--- src/rtl/fp32_pkg.sv ---
// Shared constants, state encoding and operand classification for the FP32 accumulator.
package fp32_pkg;

  localparam int          EXP_BIAS = 127;
  localparam int          EXP_MAX  = 255;
  localparam logic [31:0] QNAN     = 32'h7FC0_0000;

  localparam int FLG_INV = 3;
  localparam int FLG_OVF = 2;
  localparam int FLG_UNF = 1;
  localparam int FLG_INX = 0;

  typedef enum logic [2:0] {
    IDLE,
    ALIGN,
    ADD,
    NORM,
    ROUND,
    OUT
  } state_t;

  typedef enum logic [1:0] {
    FP_ZERO,
    FP_NORMAL,
    FP_INF,
    FP_NAN
  } fpClass_t;

  // Denormals share the zero encoding because the datapath flushes them.
  function automatic fpClass_t fpClassify(input logic [31:0] word);
    if (word[30:23] == 8'd0) begin
      return FP_ZERO;
    end else if (word[30:23] == 8'hFF) begin
      return (word[22:0] == 23'd0) ? FP_INF : FP_NAN;
    end else begin
      return FP_NORMAL;
    end
  endfunction

endpackage

--- src/rtl/fp32_lzc28.sv ---
// Combinational leading-zero counter over a 28-bit significand sum.
module fp32_lzc28 (
  input  logic [27:0] i_value,
  output logic [4:0]  o_count
);

  // Scan from the LSB upwards so the highest set bit has the final say.
  always_comb begin
    o_count = 5'd28;
    for (int i = 0; i < 28; i++) begin
      if (i_value[i]) o_count = 5'(27 - i);
    end
  end

endmodule

--- src/rtl/fp32_accumulator.sv ---
// Multi-cycle FP32 vector reduction: each operand walks ALIGN/ADD/NORM/ROUND before the next is taken.
module fp32_accumulator
  import fp32_pkg::*;
#(
  parameter int          CNT_W    = 16,
  parameter logic [31:0] ACC_INIT = 32'h0000_0000
) (
  input  logic             clk,
  input  logic             rst,
  input  logic             in_valid,
  output logic             in_ready,
  input  logic [31:0]      in_data,
  input  logic             in_last,
  output logic             out_valid,
  input  logic             out_ready,
  output logic [31:0]      out_data,
  output logic [3:0]       out_flags,
  output logic [CNT_W-1:0] out_count
);

  state_t             r_state;
  logic [31:0]        r_acc;
  logic [3:0]         r_flags;
  logic [CNT_W-1:0]   r_count;
  logic [31:0]        r_opA;
  logic [31:0]        r_opB;
  logic               r_lastQ;
  logic               r_special;
  logic [31:0]        r_specialVal;
  logic [3:0]         r_specialFlags;
  logic               r_sign;
  logic               r_effSub;
  logic signed [9:0]  r_exp;
  logic [26:0]        r_manA;
  logic [26:0]        r_manB;
  logic [27:0]        r_sum;
  logic [26:0]        r_mant;
  logic               r_zero;

  fpClass_t           w_classA;
  fpClass_t           w_classB;
  logic               w_special;
  logic [31:0]        w_specialVal;
  logic [3:0]         w_specialFlags;
  logic [31:0]        w_big;
  logic [30:0]        w_small;
  logic [7:0]         w_expDiff;
  logic [26:0]        w_manSmall;
  logic [26:0]        w_shifted;
  logic [4:0]         w_lzc;
  logic [26:0]        w_normShifted;
  logic signed [9:0]  w_normExp;
  logic               w_roundUp;
  logic [24:0]        w_mantRnd;
  logic signed [9:0]  w_expRnd;
  logic [22:0]        w_frac;
  logic [31:0]        w_result;
  logic [3:0]         w_newFlags;

  assign in_ready = (r_state == IDLE);

  fp32_lzc28 u_lzc (
    .i_value (r_sum),
    .o_count (w_lzc)
  );

  // Resolve NaN/inf/zero operands up front so they bypass the arithmetic path.
  always_comb begin
    w_classA       = fpClassify(r_opA);
    w_classB       = fpClassify(r_opB);
    w_special      = 1'b1;
    w_specialVal   = r_opA;
    w_specialFlags = 4'd0;
    if (w_classA == FP_NAN || w_classB == FP_NAN) begin
      w_specialVal            = QNAN;
      w_specialFlags[FLG_INV] = 1'b1;
    end else if (w_classA == FP_INF && w_classB == FP_INF && (r_opA[31] != r_opB[31])) begin
      w_specialVal            = QNAN;
      w_specialFlags[FLG_INV] = 1'b1;
    end else if (w_classA == FP_INF) begin
      w_specialVal = r_opA;
    end else if (w_classB == FP_INF) begin
      w_specialVal = r_opB;
    end else if (w_classA == FP_ZERO && w_classB == FP_ZERO) begin
      w_specialVal = {r_opA[31] & r_opB[31], 31'd0};
    end else if (w_classA == FP_ZERO) begin
      w_specialVal = r_opB;
    end else if (w_classB == FP_ZERO) begin
      w_specialVal = r_opA;
    end else begin
      w_special = 1'b0;
    end
  end

  // Order by magnitude and shift the smaller significand into place, folding lost bits into sticky.
  always_comb begin
    if (r_opA[30:0] >= r_opB[30:0]) begin
      w_big   = r_opA;
      w_small = r_opB[30:0];
    end else begin
      w_big   = r_opB;
      w_small = r_opA[30:0];
    end
    w_expDiff  = w_big[30:23] - w_small[30:23];
    w_manSmall = {1'b1, w_small[22:0], 3'b000};
    if (w_expDiff >= 8'd27) begin
      w_shifted = 27'd1;
    end else begin
      w_shifted    = w_manSmall >> w_expDiff;
      w_shifted[0] = w_shifted[0] | (|(w_manSmall & ~({27{1'b1}} << w_expDiff)));
    end
  end

  // Left-normalise so the hidden bit lands back at bit 26 of the datapath.
  always_comb begin
    w_normShifted = r_sum[26:0] << (w_lzc - 5'd1);
    w_normExp     = r_exp + 10'sd1 - $signed({5'd0, w_lzc});
  end

  // Round to nearest even and map the outcome onto zero/underflow/overflow encodings.
  always_comb begin
    w_roundUp  = r_mant[2] & (r_mant[1] | r_mant[0] | r_mant[3]);
    w_mantRnd  = {1'b0, r_mant[26:3]} + {24'd0, w_roundUp};
    w_expRnd   = r_exp + $signed({9'd0, w_mantRnd[24]});
    w_frac     = w_mantRnd[24] ? w_mantRnd[23:1] : w_mantRnd[22:0];
    w_result   = {r_sign, w_expRnd[7:0], w_frac};
    w_newFlags = 4'd0;
    w_newFlags[FLG_INX] = |r_mant[2:0];
    if (r_special) begin
      w_result   = r_specialVal;
      w_newFlags = r_specialFlags;
    end else if (r_zero) begin
      w_result   = 32'd0;
      w_newFlags = 4'd0;
    end else if (r_exp <= 10'sd0) begin
      w_result            = {r_sign, 31'd0};
      w_newFlags          = 4'd0;
      w_newFlags[FLG_UNF] = 1'b1;
      w_newFlags[FLG_INX] = 1'b1;
    end else if (w_expRnd >= 10'(EXP_MAX)) begin
      w_result            = {r_sign, 8'hFF, 23'd0};
      w_newFlags          = 4'd0;
      w_newFlags[FLG_OVF] = 1'b1;
      w_newFlags[FLG_INX] = 1'b1;
    end
  end

  // Control FSM plus pipeline registers; one operand is in flight at a time.
  always_ff @(posedge clk) begin
    if (rst) begin
      r_state   <= IDLE;
      r_acc     <= ACC_INIT;
      r_flags   <= 4'd0;
      r_count   <= '0;
      out_valid <= 1'b0;
      out_data  <= 32'd0;
      out_flags <= 4'd0;
      out_count <= '0;
    end else begin
      case (r_state)
        IDLE: begin
          if (in_valid) begin
            r_opA   <= r_acc;
            r_opB   <= in_data;
            r_lastQ <= in_last;
            if (r_count != {CNT_W{1'b1}}) r_count <= r_count + 1'b1;
            r_state <= ALIGN;
          end
        end
        ALIGN: begin
          r_special      <= w_special;
          r_specialVal   <= w_specialVal;
          r_specialFlags <= w_specialFlags;
          r_sign         <= w_big[31];
          r_effSub       <= r_opA[31] ^ r_opB[31];
          r_exp          <= $signed({2'b00, w_big[30:23]});
          r_manA         <= {1'b1, w_big[22:0], 3'b000};
          r_manB         <= w_shifted;
          r_state        <= ADD;
        end
        ADD: begin
          r_sum   <= r_effSub ? ({1'b0, r_manA} - {1'b0, r_manB})
                              : ({1'b0, r_manA} + {1'b0, r_manB});
          r_state <= NORM;
        end
        NORM: begin
          r_zero <= (r_sum == 28'd0);
          if (r_sum[27]) begin
            r_mant <= {r_sum[27:2], r_sum[1] | r_sum[0]};
            r_exp  <= r_exp + 10'sd1;
          end else begin
            r_mant <= w_normShifted;
            r_exp  <= w_normExp;
          end
          r_state <= ROUND;
        end
        ROUND: begin
          r_acc   <= w_result;
          r_flags <= r_flags | w_newFlags;
          if (r_lastQ) begin
            out_valid <= 1'b1;
            out_data  <= w_result;
            out_flags <= r_flags | w_newFlags;
            out_count <= r_count;
            r_state   <= OUT;
          end else begin
            r_state <= IDLE;
          end
        end
        OUT: begin
          if (out_ready) begin
            out_valid <= 1'b0;
            r_acc     <= ACC_INIT;
            r_flags   <= 4'd0;
            r_count   <= '0;
            r_state   <= IDLE;
          end
        end
        default: r_state <= IDLE;
      endcase
    end
  end

endmodule

--- config.mk ---
export PLATFORM = sky130hd
export DESIGN_NAME = fp32_accumulator
export DESIGN_NICKNAME = d
export VERILOG_FILES = /design/src/rtl/fp32_pkg.sv /design/src/rtl/fp32_lzc28.sv /design/src/rtl/fp32_accumulator.sv
export SDC_FILE = /design/constraint.sdc
export NUM_CORES = 1
export LEC_CHECK = 0
export CAP_MARGIN = 20
export CORE_ASPECT_RATIO = 1.75
export CORE_MARGIN = 4
export CORE_UTILIZATION = 60
export CTS_BUF_LIST = sky130_fd_sc_hd__clkbuf_4
export CTS_CLUSTER_DIAMETER = 100
export CTS_CLUSTER_SIZE = 8
export DETAILED_ROUTE_END_ITERATION = 7
export DONT_BUFFER_PORTS = 1
export MAX_ROUTING_LAYER = met4
export PLACE_DENSITY = 0.76
export SYNTH_ARGS = -nofsm -noshare
export SYNTH_HDL_FRONTEND = slang
export SYNTH_HIERARCHICAL = 1
export SYNTH_SLANG_ARGS = --single-unit
export TNS_END_PERCENT = 30
--- constraint.sdc ---
create_clock -name clk -period 20.1 [get_ports clk]
set_input_delay 2.01 -clock clk [delete_from_list [all_inputs] [get_ports clk]]
set_output_delay 2.01 -clock clk [all_outputs]
set_load 0.02 [all_outputs]
**Word level (Yosys, flattened, before mapping)**

Cells that the tools add are included.

- Output and inout port bits: 54
- Input bits: 37
- Bits in read-only memories: 0
- Bits in latches: 0
- Logic and storage cells: 166
- RAM bits: 0
- Memories kept: 0
- Bits in registers: 325

- Reductions and logical operators: 29
- Shift operators: 3
- Eq/ne operators: 17
- $lt $le $gt $ge: 4
- Add/subtract/negate cells: 9
- Div/mod/pow operators: 0
- Mux-type cells: 70
- Bitwise operators: 11
- Multiply operators: 0

Operators with widths:

| cell | number |
|---|---|
| two-way mux 32 bit | 8 |
| two-way mux 31 bit | 3 |
| two-way mux 5 bit | 16 |
| case mux 32 bit (2 select lines) | 1 |
| two-way mux 16 bit | 3 |
| zero test 23 bit | 2 |
| two-way mux 4 bit | 10 |
| case mux 16 bit (2 select lines) | 1 |
| greater-or-equal comparator 31 bit | 1 |
| two-way mux 3 bit | 10 |
| adder 27 x 27 -> 28 bit | 1 |
| zero test 28 bit | 1 |
| two-way mux 28 bit | 1 |
| subtractor 27 x 27 -> 28 bit | 1 |
| bitwise AND 27 bit | 1 |
| NOT 27 bit | 1 |
| OR reduction 27 bit | 1 |
| left shift 27 x 5 -> 27 bit | 1 |
| left shift 27 x 8 -> 27 bit (first input constant) | 1 |
| right shift 27 x 8 -> 27 bit | 1 |
| two-way mux 26 bit | 1 |
| adder 24 x 1 -> 25 bit | 1 |
| two-way mux 23 bit | 1 |
| case mux 10 bit (2 select lines) | 1 |
| other kinds (41) | 74 |

**Logic depth before layout (Yosys ltp)**

Gate-level depths: netlist of the first run.

- Depth in word-level cells: 31
- Gate-level depth with buffers: 24
- Depth with buffers taken out: 23

**By module**

Netlist of the first run, hierarchy kept.

Modules (own cells, without submodules):

| module | area each (um^2) | times used | cells an instance | sequential area each (um^2) |
|---|---|---|---|---|
| fp32_accumulator | 20244.4 | 1 | 2225 | 8678.3 |
| fp32_lzc28 | 336.6 | 1 | 60 | 0.0 |

**Worst setup path before layout of the first run**

No wires, ideal clock.

- Path kind: input port to flip-flop
- From: in rst
- To: reg r_effSub (enable)
- Path buffers: 2
- Arrival time: 8309 ps
- Path slack: 11155 ps
- Library setup time: 636 ps
- Data required time: 19464 ps
- Stages: 3
- Cells stage by stage: clkbuf_1 clkbuf_1 nor3_1

- Cells in the longest elaborated chain, start to end: 2

Ends and longest elaborated chain:

| what | line | RTL |
|---|---|---|
| from (decl) | fp32_accumulator.sv:9 | `input logic rst,` |
| NOT 1 bit (no source line) | n/a |  |
| AND reduction 2 bit (no source line) | n/a |  |
| to (signal assigned) | fp32_accumulator.sv:175 | `r_effSub <= r_opA[31] ^ r_opB[31];` |
| to (decl) | fp32_accumulator.sv:32 | `logic r_effSub;` |

Every way passes these cells.
A chain may end at the register's enable or synchronous reset.

**Worst setup path after layout of the first run**

- From: reg r_opA[23]
- To: reg r_manB[0] (data pin)

- Cells in the longest elaborated chain, start to end: 8
- Elaborated cells on any way between the ends: 11
- Classes of those cells: add/sub (1); order compare (2); shift (2); mux (2); bitwise (3); reduce/logical (1)

Ends and longest elaborated chain:

| what | line | RTL |
|---|---|---|
| from (decl) | fp32_accumulator.sv:25 | `logic [31:0] r_opA;` |
| from (signal assigned) | fp32_accumulator.sv:163 | `r_opA <= r_acc;` |
| greater-or-equal comparator 31 bit | fp32_accumulator.sv:97 | `if (r_opA[30:0] >= r_opB[30:0]) begin` |
| two-way mux 32 bit or two-way mux 31 bit (tied branches) | fp32_accumulator.sv:97 |  |
| subtractor 8 bit | fp32_accumulator.sv:104 | `w_expDiff = w_big[30:23] - w_small[30:23];` |
| left shift 27 x 8 -> 27 bit | fp32_accumulator.sv:110 | `w_shifted[0] = w_shifted[0] \| (\|(w_manSmall & ~({27{1'b1}} << w_expDiff)));` |
| NOT 27 bit | fp32_accumulator.sv:110 |  |
| bitwise AND 27 bit | fp32_accumulator.sv:110 |  |
| OR reduction 27 bit | fp32_accumulator.sv:110 |  |
| OR 1 bit | fp32_accumulator.sv:110 |  |
| to (signal assigned) | fp32_accumulator.sv:178 | `r_manB <= w_shifted;` |
| to (decl) | fp32_accumulator.sv:35 | `logic [26:0] r_manB;` |

Parallel ways exist; a longest one is shown, timed or not.

==> results of run 1 <==
## through the flow
| step | hold WS [ns] | setup slack (ns) | total power [mW] | utilization |
|---|---|---|---|---|
| 5_1_grt | 0.451 | 13.82 | 1.60 | 0.635 |
| 6_report | 0.431 | 14.11 | 1.54 | 0.635 |
| 4_1_cts | 0.428 | 14.20 | 1.54 | 0.633 |
| 3_5_place_dp | 0.419 | 14.27 | 1.16 | 0.617 |
| 2_1_floorplan | 0.408 | 11.16 | 1.05 | - |
| 3_3_place_gp | 0.414 | 14.41 | 1.15 | 0.616 |
## critical path, stage by stage (launching register included)
cell      delay [ns]
edfxtp_1        0.53
ha_1            0.34
buf_4           0.44
nand2_1         0.18
nor4_2          0.28
and4_1          0.27
o21ai_1         0.21
a21boi_0        0.33
a31oi_1         0.09
ha_1            0.23
and2_1          0.21
o41ai_2         0.28
o21bai_4        0.23
and4_4          0.24
or4_4           0.12
o21a_2          0.63
nand2_1         0.50
a221oi_1        0.40
nand4_1         0.14
## logic make-up (layout without fill, tap and decap cells)
logic type               Yosys count  in the layout
adder cells (fa/ha/maj)           94             94
AND/OR/NAND/NOR                  863            863
XOR/XNOR                          85             85
buffers and inverters            238            206
other                              0              4
AO/OA/AOI/OAI                    560            560
flip-flops                       325            325
multiplexers                     120            120
## power breakdown
group,internal [mW],switching [mW]
clock,0.158,0.232
sequential,0.746,0.0340
combinational,0.128,0.246
total,1.03,0.512
## cells in the mapped netlist, types with 14 or more instances
cell	number	area [um^2]
a31oi_1	33	206
nand2b_1	22	138
mux4_2	16	360
mux2i_1	91	911
a211oi_1	35	263
nor2_1	211	792
xor2_1	35	307
edfxtp_1	217	6520
nand4_1	20	125
ha_1	92	1150
a21o_1	18	135
a21oi_1	167	836
nor2b_1	19	119
buf_2	14	70.1
xnor2_1	50	438
clkbuf_1	103	387
nor3_1	64	320
o211ai_1	24	180
o21ai_0	134	671
nand2_1	286	1070
dfxtp_1	108	2160
and3_1	21	131
o21a_1	18	135
nand3_1	121	606
nor4_1	28	175
buf_1	14	52.6
inv_1	103	387
## worst paths after layout
path	to	start	slack, ns
max	r_manB[0]$_SDFFCE_PP1P_	r_opA[23]$_DFFE_PP_	14.11
min	r_opA[21]$_DFFE_PP_	r_acc[21]$_SDFFE_PP0P_	0.43
max reg2reg	r_manB[0]$_SDFFCE_PP1P_	r_opA[23]$_DFFE_PP_	14.11
min reg2reg	r_opA[21]$_DFFE_PP_	r_acc[21]$_SDFFE_PP0P_	0.43
## sequential cells by signal, indices dropped and copies added (netlist names), 27 cells and up
signal        cells
out_data         32
r_opB            32
r_mant           27
r_sum            28
r_opA            32
r_manB           27
r_acc            32
r_specialVal     32
## layout make-up
type	instances	area [um^2]
sequential	325	8680
antenna	4	10.0
fill	2860	12400
multi-input combinational	1722	11000
tap	455	569
clock buffer	70	526
inverter	103	387
clock inverter	4	25.0
timing repair buffer	29	273
## per-layer routing
layer / wire, um / global-route usage
met2: 32700 / 0.589
met1: 22900 / 0.391
met5: 0 / -
met4: 4500 / 0.205
met3: 4780 / 0.0462
==> flow_metrics.env, run 1 <==
export IMPL_tightestPinTransition_ns=1.02
export IMPL_synthSimpleGateAreaFrac=0.196
export IMPL_core_area_mm2=0.0339
export IMPL_holdPathStages=0
export IMPL_yosysSeqAreaShare=0.422
export IMPL_synthesis_nets=2416
export IMPL_routabilityCongestion=1.02
export IMPL_clock_sinks=325
export IMPL_synth_xor_xnor_area_share=0.0362
export IMPL_rows=89
export IMPL_fin_worst_skew_ns=0.0638
export IMPL_netlist_instances=2285
export IMPL_yosysUniqueCellTypes=92
export IMPL_clk_path_buf_depth=3
export IMPL_wl_per_cell_um=23.9
export IMPL_cts_hold_buffers=0
export IMPL_clk_pin_slew_worst_paths_ns=0.11
export IMPL_final_hold_viol_count=0
export IMPL_status="finished clean"
export IMPL_grt_pass1_vias=17100
export IMPL_antenna_found_initial=4
export IMPL_portBuffers=0
export IMPL_rsz0062_at_grt="no"
export IMPL_drc=0
export IMPL_worstRegToRegCells=18
export IMPL_layout_commonest_cell="nand2_1"
export IMPL_maxSlewViolCount=0
export IMPL_synthAdderAreaFrac=0.0579
export IMPL_cts_resized=0
export IMPL_drt_wl_total_um=64900
export IMPL_stdcell_area_mm2=0.0215
export IMPL_drtPass1Iterations=8
export IMPL_start_kind="register"
export IMPL_die_w_um=148
export IMPL_crit_required_ns=20.51
export IMPL_insertion_delay_ns=0.73
export IMPL_start_util=0.608
export IMPL_dp_cells=2631
export IMPL_cts_tree="built"
export IMPL_worst_path_max_fanout=40
export IMPL_htree_levels=2
export IMPL_viasPerCell=6.60
export IMPL_drive_gt1_frac=0.0790
export IMPL_cp_end_kind="register"
export IMPL_timing_final_setup_violations=0
export IMPL_final_cell_mix="286 x nand2_1, 217 x edfxtp_1, 210 x nor2_1, 166 x a21oi_1, 133 x o21ai_0"
export IMPL_cts_root_buf="clkbuf_4"
export IMPL_postPlaceCellArea_mm2=0.0209
export IMPL_setup_tns_final_ns=0
export IMPL_synth_top_family_by_area="simple AND/OR/NAND/NOR gates"
export IMPL_grt_pass1_wl_um=98300
export IMPL_ys_ff_latch=325
export IMPL_die_area_mm2=0.0374
export IMPL_drtIter0Drc=2077
export IMPL_powerDensity_mw_per_mm2=71.8
export IMPL_synthMuxAreaShare=0.0689
export IMPL_num_vias=17900
export IMPL_maxCapViolCount=0
export IMPL_die_h_um=253
export IMPL_synth_edff_count=217
export IMPL_grt_ovfl_total=0
export IMPL_area_growth_pct=4.43
export IMPL_leakage_nw=7.89
export IMPL_cts_setup_buffers=0
export IMPL_yosysWarnings=6
export IMPL_drtAntennaViolNets=0
export IMPL_fmax_mhz=167
export IMPL_max_slew_margin=0.316
export IMPL_synthArstFlopShare=0
export IMPL_finalNetCount=2358
export IMPL_final_cells=2712
export IMPL_syn_area_mm2=0.0206
export IMPL_fin_crit_sh=0.298
export IMPL_numCtsBuffers=46
export IMPL_synth_compound_gate_area_share=0.174
export IMPL_worstPathArrival_ns=6.40
export IMPL_grt_use_total=0.348
export IMPL_hpwl_um=48500
export IMPL_path_class="reg2reg"
export IMPL_layout_min_cycle_time_ns=5.99
export IMPL_irDropWorstVdd_mv=0.0540
export IMPL_pin_count=91
export IMPL_hold_class="reg2reg"
export IMPL_synthFlopType="edfxtp_1"
export IMPL_grt_start_max_net_pins=101
export IMPL_synth_avg_cell_area_um2=9.01
Note: power is estimated with default switching activity, not from simulation.
==> run 2, diff against run 1 <==
==> constraint.sdc (replaced) <==
create_clock -name clk -period 6.3 [get_ports clk]
set_input_delay 0.63 -clock clk [delete_from_list [all_inputs] [get_ports clk]]
set_output_delay 0.63 -clock clk [all_outputs]
set_load 0.02 [all_outputs]
==> run 2 against run 1 <==
Sequential power rose to 3.2 times the previous value. Total power rose to 3.2 times the previous value. Critical path depth rose by 1. Clock skew rose by 0.019 ns. Die area did not move. Count of clock-buffer cells in the layout did not move. Worst hold slack got worse by 0.35 ns. Fmax rose by 7.4%. Combinational power rose to 3.3 times the previous value. Sequential share of layout area fell by 0.72 points.
==> flow_metrics.env, run 2 (same netlist as run 1, synthesis figures left out) <==
export IMPL_drt_wl_total_um=63900
export IMPL_powerDensity_mw_per_mm2=227
export IMPL_htree_levels=2
export IMPL_hold_class="in2reg"
export IMPL_irDropWorstVdd_mv=0.170
export IMPL_rows=89
export IMPL_clock_sinks=325
export IMPL_start_kind="register"
export IMPL_worst_path_max_fanout=38
export IMPL_fin_crit_sh=0.884
export IMPL_worstPathArrival_ns=6.02
export IMPL_fmax_mhz=179
export IMPL_grt_ovfl_total=0
export IMPL_grt_use_total=0.346
export IMPL_finalNetCount=2401
export IMPL_viasPerCell=6.56
export IMPL_drtIter0Drc=1676
export IMPL_die_w_um=148
export IMPL_hpwl_um=47600
export IMPL_die_area_mm2=0.0374
export IMPL_postPlaceCellArea_mm2=0.0209
export IMPL_area_growth_pct=6.33
export IMPL_start_util=0.608
export IMPL_cp_end_kind="register"
export IMPL_maxSlewViolCount=0
export IMPL_die_h_um=253
export IMPL_setup_tns_final_ns=0
export IMPL_clk_pin_slew_worst_paths_ns=0.12
export IMPL_cts_tree="built"
export IMPL_path_class="reg2reg"
export IMPL_layout_min_cycle_time_ns=5.57
export IMPL_grt_pass1_vias=17200
export IMPL_max_stage_delay_ns=0.64
export IMPL_n_fill_cell=2935
export IMPL_multi_input_area_mm2=0.0110
export IMPL_clk_path_buf_depth=3
export IMPL_max_slew_margin=0.290
export IMPL_grt_pass1_wl_um=98200
export IMPL_wl_per_cell_um=23.2
export IMPL_pin_count=91
export IMPL_tightestPinTransition_ns=1.06
export IMPL_drc=0
export IMPL_crit_required_ns=6.75
export IMPL_stdcell_area_mm2=0.0219
export IMPL_path_cells="inv_1 -> ha_1 -> nand4_2 -> nor4_2 -> and4_1 -> o21ai_1 -> a21boi_0 -> a31oi_1 -> ha_1 -> and2_1 -> o41ai_2 -> o21bai_4 -> and4_4 -> or4_4 -> o21a_2 -> buf_4 -> a31oi_1 -> a2111oi_0 -> nand4_1"
export IMPL_core_area_mm2=0.0339
export IMPL_layout_commonest_cell="nand2_1"
export IMPL_final_hold_viol_count=0
export IMPL_fin_worst_skew_ns=0.0827
export IMPL_num_vias=18100
export IMPL_antenna_found_initial=1
export IMPL_status="finished clean"
export IMPL_leakage_nw=8.06
export IMPL_maxCapViolCount=0
export IMPL_drtAntennaViolNets=0
export IMPL_insertion_delay_ns=0.76
export IMPL_drtPass1Iterations=8
export IMPL_timing_final_setup_violations=0
export IMPL_worst_path_max_delay_cell="a2111oi_0"
export IMPL_seqCellArea_mm2=0.00868
export IMPL_portBuffers=0
export IMPL_routabilityCongestion=1.02
export IMPL_final_cell_mix="286 x nand2_1, 217 x edfxtp_1, 210 x nor2_1, 166 x a21oi_1, 133 x o21ai_0"
export IMPL_cts_root_buf="clkbuf_4"
export IMPL_drive_gt1_frac=0.0810
export IMPL_rsz0062_at_grt="no"
export IMPL_numCtsBuffers=46
export IMPL_grt_start_max_net_pins=95
## run 2: cell count changes in the layout (fill, tap and decap cells not counted), sizes merged
cell | before | now
buf | 29 | 39
dlygate4sd3 | 0 | 33
diode | 4 | 1
## run 2: power breakdown
part           total [mW]  internal (mW)  switching [mW]  leakage, nW
Sequential           2.48           2.38           0.104         2.88
Combinational        1.22          0.429           0.791         4.85
Clock                1.25          0.505           0.750        0.335
## run 2: what timing repair did
| action | CTS | global route |
|---|---|---|
| resized for setup | 0 | 0 |
| hold buffers | 34 | 0 |
| hold endpoints to repair | 127 | 0 |
| buffers inserted | 0 | 0 |
## run 2: final cells by class
type | count | area share
Tap cell | 455 | 0.0260
Multi-Input combinational cell | 1722 | 0.504
Antenna cell | 1 | 0.000114
Timing Repair Buffer | 72 | 0.0306
Inverter | 103 | 0.0177
Sequential cell | 325 | 0.397
Clock buffer | 70 | 0.0240
Clock inverter | 4 | 0.00137
## run 2: through the flow
stage	power (mW)	utilization	worst slack, ns	std cells	hold WS [ns]
3_3_place_gp	3.68	0.618	0.881	2639	0.412
3_5_place_dp	3.69	0.618	0.741	2640	0.421
5_1_grt	5.17	0.646	0.342	2752	0.0337
2_1_floorplan	3.34	-	1.31	2285	0.408
6_report	4.96	0.646	0.728	2752	0.0767
4_1_cts	4.95	0.645	0.677	2748	0.0269
## run 2: final timing paths
kind              slack (ns)              startpoint  cells after the start                 endpoint
setup / recovery        0.73     r_opB[27]$_DFFE_PP_                     19  r_manB[0]$_SDFFCE_PP1P_
setup reg to reg        0.73     r_opB[27]$_DFFE_PP_                     19  r_manB[0]$_SDFFCE_PP1P_
hold / removal          0.08                in_valid                      2  r_state[0]$_SDFFE_PP0P_
hold reg to reg         0.41  r_acc[21]$_SDFFE_PP0P_                      0      r_opA[21]$_DFFE_PP_
## run 2: worst max-delay path, delay by kind of cell, from the launching register on
family                     cells  cell delay [ns]
adders and majority gates      2             0.69
DFF                            1             0.46
and+or+nand+nor                7             1.65
AOI/OAI and AO/OA              8             2.04
buffers and inverters          2             0.42
## run 2: metal layers
metal	track usage	wire, um	vias to the layer above
li1	-	-	8328
met5	-	0	-
met1	0.401	23000	8517
met2	0.572	31400	962
met4	0.215	4840	0
met3	0.0399	4620	248
